<file path="src/rtl/dynode_energy_int_pkg.sv">
// Shared definitions for the dynode energy integrator: FSM encodings and
// fixed-point constants for the baseline and the energy output word.
package dynode_energy_int_pkg;

    typedef enum logic [2:0] {
        ST_IDLE  = 3'd0,
        ST_WAIT  = 3'd1,
        ST_INTEG = 3'd2,
        ST_CALC  = 3'd3,
        ST_OUT   = 3'd4
    } state_e;

    localparam int BL_FRAC   = 8;   // baseline is 8.8 fixed point
    localparam int ENE_SHIFT = 6;   // 8 fractional bits down to 2
    localparam int ACC_W     = 22;
    localparam int DIFF_W    = ACC_W + 1;

endpackage

</file>
<file path="src/rtl/dynode_ene_mac.sv">
// Window accumulator plus the len*baseline subtract; negative results
// clamp to zero so the energy word never wraps.
module dynode_ene_mac
    import dynode_energy_int_pkg::*;
#(
    parameter int LEN_W = 6,
    parameter int ENE_W = 16
) (
    input  logic             clk,
    input  logic             rst,
    input  logic             start_i,
    input  logic [15:0]      curval_i,
    input  logic [LEN_W-1:0] intlen_i,
    input  logic             acc_en_i,
    input  logic [7:0]       adc_i,
    input  logic             calc_i,
    output logic [LEN_W-1:0] len_o,
    output logic [ENE_W-1:0] energy_o
);

    logic [LEN_W-1:0]  len_q;
    logic [15:0]       bl_q;
    logic [ACC_W-1:0]  acc_q;
    logic [ACC_W-1:0]  prod;
    logic [DIFF_W-1:0] diff;
    logic [ENE_W-1:0]  energy_q, energy_d;

    always_comb begin
        prod     = ACC_W'(len_q) * ACC_W'(bl_q);
        diff     = {1'b0, acc_q} - {1'b0, prod};
        energy_d = diff[DIFF_W-1] ? '0 : ENE_W'(diff[DIFF_W-2:0] >> ENE_SHIFT);
    end

    always_ff @(posedge clk or posedge rst) begin
        if (rst) begin
            len_q    <= '0;
            bl_q     <= '0;
            acc_q    <= '0;
            energy_q <= '0;
        end else begin
            if (start_i) begin
                // a zero-length window is treated as one sample
                len_q <= (intlen_i == '0) ? LEN_W'(1) : intlen_i;
                bl_q  <= curval_i;
                acc_q <= '0;
            end else if (acc_en_i) begin
                acc_q <= acc_q + ACC_W'({adc_i, {BL_FRAC{1'b0}}});
            end
            if (calc_i)
                energy_q <= energy_d;
        end
    end

    assign len_o    = len_q;
    assign energy_o = energy_q;

endmodule

</file>
<file path="src/rtl/dynode_energy_int.sv">
// Dynode energy integrator: edge-triggered window, baseline correction and
// valid/ack output. DYN_ENE_TSTAMP_EN adds a latched 16-bit timestamp port.
module dynode_energy_int
    import dynode_energy_int_pkg::*;
#(
    parameter int LEN_W  = 6,
    parameter int PREDLY = 2,
    parameter int ENE_W  = 16
) (
    input  logic             clk,
    input  logic             reset,
    input  logic             dyn_event,
    input  logic             dyn_pileup,
    input  logic             dyn_pudump,
    input  logic [7:0]       dyn_adcdly,
    input  logic [15:0]      dyn_curval,
    input  logic [LEN_W-1:0] intlen,
    input  logic             ene_ack,
    output logic [ENE_W-1:0] dyn_energy,
    output logic             ene_valid,
    output logic             ene_pileup,
    output logic             ene_busy,
    output logic [7:0]       drop_cnt
`ifdef DYN_ENE_TSTAMP_EN
    ,
    output logic [15:0]      dyn_ene_tstamp
`endif
);

    localparam int CNT_W = (LEN_W > 4) ? LEN_W : 4;

    state_e           state_q, state_d;
    logic [CNT_W-1:0] cnt_q, cnt_d, cnt_inc;
    logic             event_d_q, evt_start_q;
    logic             pileup_q, pileup_d;
    logic [7:0]       drop_q, drop_d;
    logic [8:0]       drop_sum;
    logic [1:0]       drop_inc;
    logic             start, acc_en, calc, abort, drop;
    logic [LEN_W-1:0] len_lat;

    always_comb begin
        state_d = state_q;
        cnt_d   = cnt_q;
        cnt_inc = cnt_q + 1'b1;
        start   = 1'b0;
        acc_en  = 1'b0;
        calc    = 1'b0;
        abort   = 1'b0;
        drop    = evt_start_q && (state_q != ST_IDLE);
        case (state_q)
            ST_IDLE: if (evt_start_q) begin
                start   = 1'b1;
                cnt_d   = '0;
                state_d = (PREDLY == 0) ? ST_INTEG : ST_WAIT;
            end
            ST_WAIT: begin
                if (dyn_pudump) begin
                    abort   = 1'b1;
                    state_d = ST_IDLE;
                end else if (cnt_inc == CNT_W'(PREDLY)) begin
                    cnt_d   = '0;
                    state_d = ST_INTEG;
                end else begin
                    cnt_d = cnt_inc;
                end
            end
            ST_INTEG: begin
                if (dyn_pudump) begin
                    abort   = 1'b1;
                    state_d = ST_IDLE;
                end else begin
                    acc_en = 1'b1;
                    cnt_d  = cnt_inc;
                    if (cnt_inc == CNT_W'(len_lat))
                        state_d = ST_CALC;
                end
            end
            ST_CALC: begin
                calc    = 1'b1;
                state_d = ST_OUT;
            end
            ST_OUT: if (ene_ack) state_d = ST_IDLE;
            default: state_d = ST_IDLE;
        endcase

        pileup_d = pileup_q;
        if (start)
            pileup_d = 1'b0;
        else if (dyn_pileup && (state_q == ST_WAIT || state_q == ST_INTEG))
            pileup_d = 1'b1;

        // abort and drop can coincide, so the increment may be two
        drop_inc = {1'b0, abort} + {1'b0, drop};
        drop_sum = {1'b0, drop_q} + {7'b0, drop_inc};
        drop_d   = drop_sum[8] ? 8'hFF : drop_sum[7:0];
    end

    always_ff @(posedge clk or posedge reset) begin
        if (reset) begin
            state_q     <= ST_IDLE;
            cnt_q       <= '0;
            event_d_q   <= 1'b0;
            evt_start_q <= 1'b0;
            pileup_q    <= 1'b0;
            drop_q      <= '0;
        end else begin
            state_q     <= state_d;
            cnt_q       <= cnt_d;
            event_d_q   <= dyn_event;
            evt_start_q <= dyn_event & ~event_d_q;
            pileup_q    <= pileup_d;
            drop_q      <= drop_d;
        end
    end

    dynode_ene_mac #(.LEN_W(LEN_W), .ENE_W(ENE_W)) u_mac (
        .clk      (clk),
        .rst      (reset),
        .start_i  (start),
        .curval_i (dyn_curval),
        .intlen_i (intlen),
        .acc_en_i (acc_en),
        .adc_i    (dyn_adcdly),
        .calc_i   (calc),
        .len_o    (len_lat),
        .energy_o (dyn_energy)
    );

`ifdef DYN_ENE_TSTAMP_EN
    logic [15:0] ts_q, ts_lat_q;
    always_ff @(posedge clk or posedge reset) begin
        if (reset) begin
            ts_q     <= '0;
            ts_lat_q <= '0;
        end else begin
            ts_q <= ts_q + 16'd1;
            if (start)
                ts_lat_q <= ts_q;
        end
    end
    assign dyn_ene_tstamp = ts_lat_q;
`endif

    assign ene_valid  = (state_q == ST_OUT);
    assign ene_busy   = (state_q == ST_WAIT) || (state_q == ST_INTEG) || (state_q == ST_CALC);
    assign ene_pileup = pileup_q;
    assign drop_cnt   = drop_q;

endmodule
</file>
<file path="config.mk">
export PLATFORM = sky130hd
export DESIGN_NAME = dynode_energy_int
export DESIGN_NICKNAME = d
export VERILOG_FILES = /design/src/rtl/dynode_energy_int_pkg.sv /design/src/rtl/dynode_ene_mac.sv /design/src/rtl/dynode_energy_int.sv
export SDC_FILE = /design/constraint.sdc
export NUM_CORES = 1
export LEC_CHECK = 0
export ABC_AREA = 0
export CAP_MARGIN = 25
export CORE_ASPECT_RATIO = 0.6
export CORE_MARGIN = 4
export CORE_UTILIZATION = 55
export CTS_BUF_LIST = sky130_fd_sc_hd__clkbuf_8
export CTS_CLUSTER_DIAMETER = 80
export CTS_CLUSTER_SIZE = 12
export DETAILED_ROUTE_END_ITERATION = 10
export PLACE_DENSITY = 0.77
export SLEW_MARGIN = 20
export SYNTH_ARGS = -nofsm -noshare
export SYNTH_HDL_FRONTEND = slang
export SYNTH_HIERARCHICAL = 1
export SYNTH_SLANG_ARGS = --single-unit
</file>
<file path="constraint.sdc">
create_clock -name clk -period 9 [get_ports clk]
set_clock_uncertainty 0.05 [all_clocks]
set_input_delay 0.9 -clock clk [delete_from_list [all_inputs] [get_ports clk]]
set_output_delay 0.9 -clock clk [all_outputs]
set_load 0.01 [all_outputs]
</file>
==> metrics <==
commonest cells after routing, fill and taps aside=nand2_1, inv_1, fa_1, dfrtp_1, clkdlybuf4s50_1; warning count from the yosys run=6; post-synthesis adder-cell area fraction=0.296; core footprint=roughly 12000 sq um; wire length of the first global-routing pass=between 20 and 30 mm; GP Congestion=about 0.89; Critical Setup Path Class=reg2reg; final number of setup-violating endpoints=0; minimum setup slack in the final design=between 3 and 4 ns; RSZ-0062 raised after global routing=no; final net count=slightly above 900; proportion of synthesized area in mux cells=0.0470; headroom to the max-slew limit=0.337; FF+latch count, synth=slightly above 70; Tcrit/Tclk final=0.571; grt total ovfl=0; count of boundary I/O pins=63; initial core utilization=0.568; RR Startpoint=u_mac/len_o[5]; synthesized instance count=between 700 and 800; post-CTS setup-driven buffer insertion count=0; DRT antenna net count=0; Worst Max-Slew Pin Slew=roughly 0.99 ns; post-detailed-routing wire length=about 15 mm; clock root buffer=clkbuf_8; part of the Yosys area used for sequential elements=0.260; Compound-Gate Fraction of Synth Area=0.134; largest net degree at the start of global routing=53; number of clock sinks=72; Post-Place Worst Slack=a little under 4 ns; via count of the first global-routing pass=between 5000 and 6000; maximum count of clock buffers along a single path=2; via count=about 5200; final critical delay including setup and external delays=between 5 and 6 ns; sort of element at the end of the critical path=register; fraction of layout cells with a size suffix above 1=0.0916; initial antenna violation count=0; data required time at the worst endpoint=slightly above 9 ns; number of optimization iterations in the first detailed-route pass=5; type of the worst min-delay path=reg2reg; number of buffers inserted during clock tree synthesis=9; number of input and output port buffers inserted=62; DRC=0; fin util=0.648; share of synthesized registers carrying an async set or reset=1.00; max-slew violation total from the final report=0; CTS tree=done; CP max FO=18; maximum clock frequency=a little under 0.2 GHz; dominant combinational cell family by area after synthesis=adder cells; hold-fix buffers at CTS=0; Critical Path End=u_mac/energy_o[15]; Synth Area in Simple Gates=0.156; status=finished, final reports clean; reg-to-reg critical path endpoint=u_mac/energy_o[15]; Resized cells post-CTS=0; post-synthesis area per instance=approximately 9.8 sq um; leading register cell type out of synthesis=dfrtp_1; drt initial violations=265; total half-perimeter wirelength after legalization and detailed placement=12.0 mm; wire length per cell after detailed routing=approximately 16 um; height of the chip=roughly 95 um; number of synthesized flops with an enable pin=0; launch point of the worst path=u_mac/len_o[5]; final hold violation count=0; Yosys cell types=67; area of the die=roughly 15000 sq um; Synth-to-Final Area Change=13.9%; routed vias/inst=between 5 and 6; Max Cap Violations=0; H-tree depth reported by CTS=3; Cell Rows=31; internal reg-to-reg setup slack=slightly below 4 ns; Register-to-Register Path Depth=15; XOR/XNOR Fraction of Synth Area=0.0442; total negative setup slack=0 ns; area of the mapped netlist=between 6000 and 7000 sq um; Die Width=between 150 and 200 um; global-route total usage across every layer=0.225; register clock-pin slew on the reported worst setup and hold paths=0.09 ns; Critical Path AT=about 5.3 ns; Antenna Cells=0; post-synthesis net count=between 800 and 900; Clock Latency Late Sink=between 0.3 and 0.4 ns; most common library cell in the layout ignoring fill and taps=nand2_1; Startpoint Class=register
layout make-up:
type / count / area (sq um)
Clock buffer: 9 / 124
Clock inverter: 7 / 96.3
Fill cell: 964 / 4310
Inverter: 89 / 334
Multi-Input combinational cell: 522 / 4700
Sequential cell: 72 / 1800
Tap cell: 165 / 206
Timing Repair Buffer: 65 / 647
flip-flops by register name, summed over array words and instances (netlist names):
register / count
u_mac/bl_q: 16
u_mac/energy_o: 16
u_mac/acc_q: 14
drop_cnt: 8
cnt_q: 6
u_mac/len_o: 6
state_q: 3
ene_pileup: 1
event_d_q: 1
evt_start_q: 1
metrics by stage:
stage / hold slack (ns) / instances / instance area, sq um
2_1_floorplan: 0.328 / 706 / 6940
3_5_place_dp: 0.348 / 913 / 7690
4_1_cts: 0.364 / 929 / 7910
5_1_grt: 0.374 / 929 / 7910
3_3_place_gp: 0.336 / 912 / 7680
6_report: 0.361 / 929 / 7910
critical path: stages, from the launching register on:
cell and delay [ns]:
dfrtp_1 0.77, nand2_1 0.18, fa_1 0.54, fa_1 0.52, fa_1 0.55, inv_1 0.06, fa_1 0.50, inv_1 0.04
ha_1 0.39, a21oi_2 0.22, nand2_1 0.09, a211oi_2 0.26, o211ai_2 0.18, a311oi_2 0.36, xnor2_1 0.10, a31o_1 0.21
cells by family (layout without fill, tap and decap cells):
group / Yosys count / after routing
AOI/OAI and AO/OA: 120 / 120
xor gates and xnor gates: 35 / 35
adders and majority gates: 121 / 121
buffers and inverters: 112 / 170
DFF: 72 / 72
muxes: 30 / 30
and+or+nand+nor: 216 / 216
synthesized netlist by cell type, drive strengths merged, types with 4 or more instances:
master | n | share of area
nand2 | 93 | 0.051
inv | 89 | 0.048
dfrtp | 72 | 0.26
fa | 72 | 0.21
ha | 49 | 0.088
nor2 | 31 | 0.018
a21oi | 30 | 0.023
and2 | 23 | 0.021
nor2b | 23 | 0.022
xnor2 | 23 | 0.029
mux2 | 21 | 0.034
o21ai | 21 | 0.016
a31o | 17 | 0.023
clkbuf | 14 | 0.0076
xor2 | 12 | 0.015
a21o | 10 | 0.011
nand3 | 10 | 0.0072
buf | 9 | 0.0086
mux2i | 9 | 0.013
a211oi | 7 | 0.0083
nor3 | 7 | 0.0050
nand2b | 6 | 0.0065
nor3b | 5 | 0.0061
o211ai | 5 | 0.0088
and3 | 4 | 0.0036
o21a | 4 | 0.0043
o31ai | 4 | 0.0043
how the worst min path moves through the flow:
stage	from	to	cells past startpoint
after floorplan	event_d_q	evt_start_q	1
after global placement	event_d_q	evt_start_q	1
after detailed placement	event_d_q	evt_start_q	1
after CTS	event_d_q	evt_start_q	1
after global routing	event_d_q	evt_start_q	1
final	event_d_q	evt_start_q	1
metal layers:
metal / up-vias / global-route usage / part of all wire
met1: 2615 / 0.325 / 0.48
met2: 154 / 0.362 / 0.46
li1: 2447 / - / -
met4: 0 / 0.0519 / 0.0095
met3: 14 / 0.0372 / 0.052
met5: - / 0 / 0
Power is not shown: default switching activity piles up to over one toggle a cycle in this logic, so the estimate is an artifact.
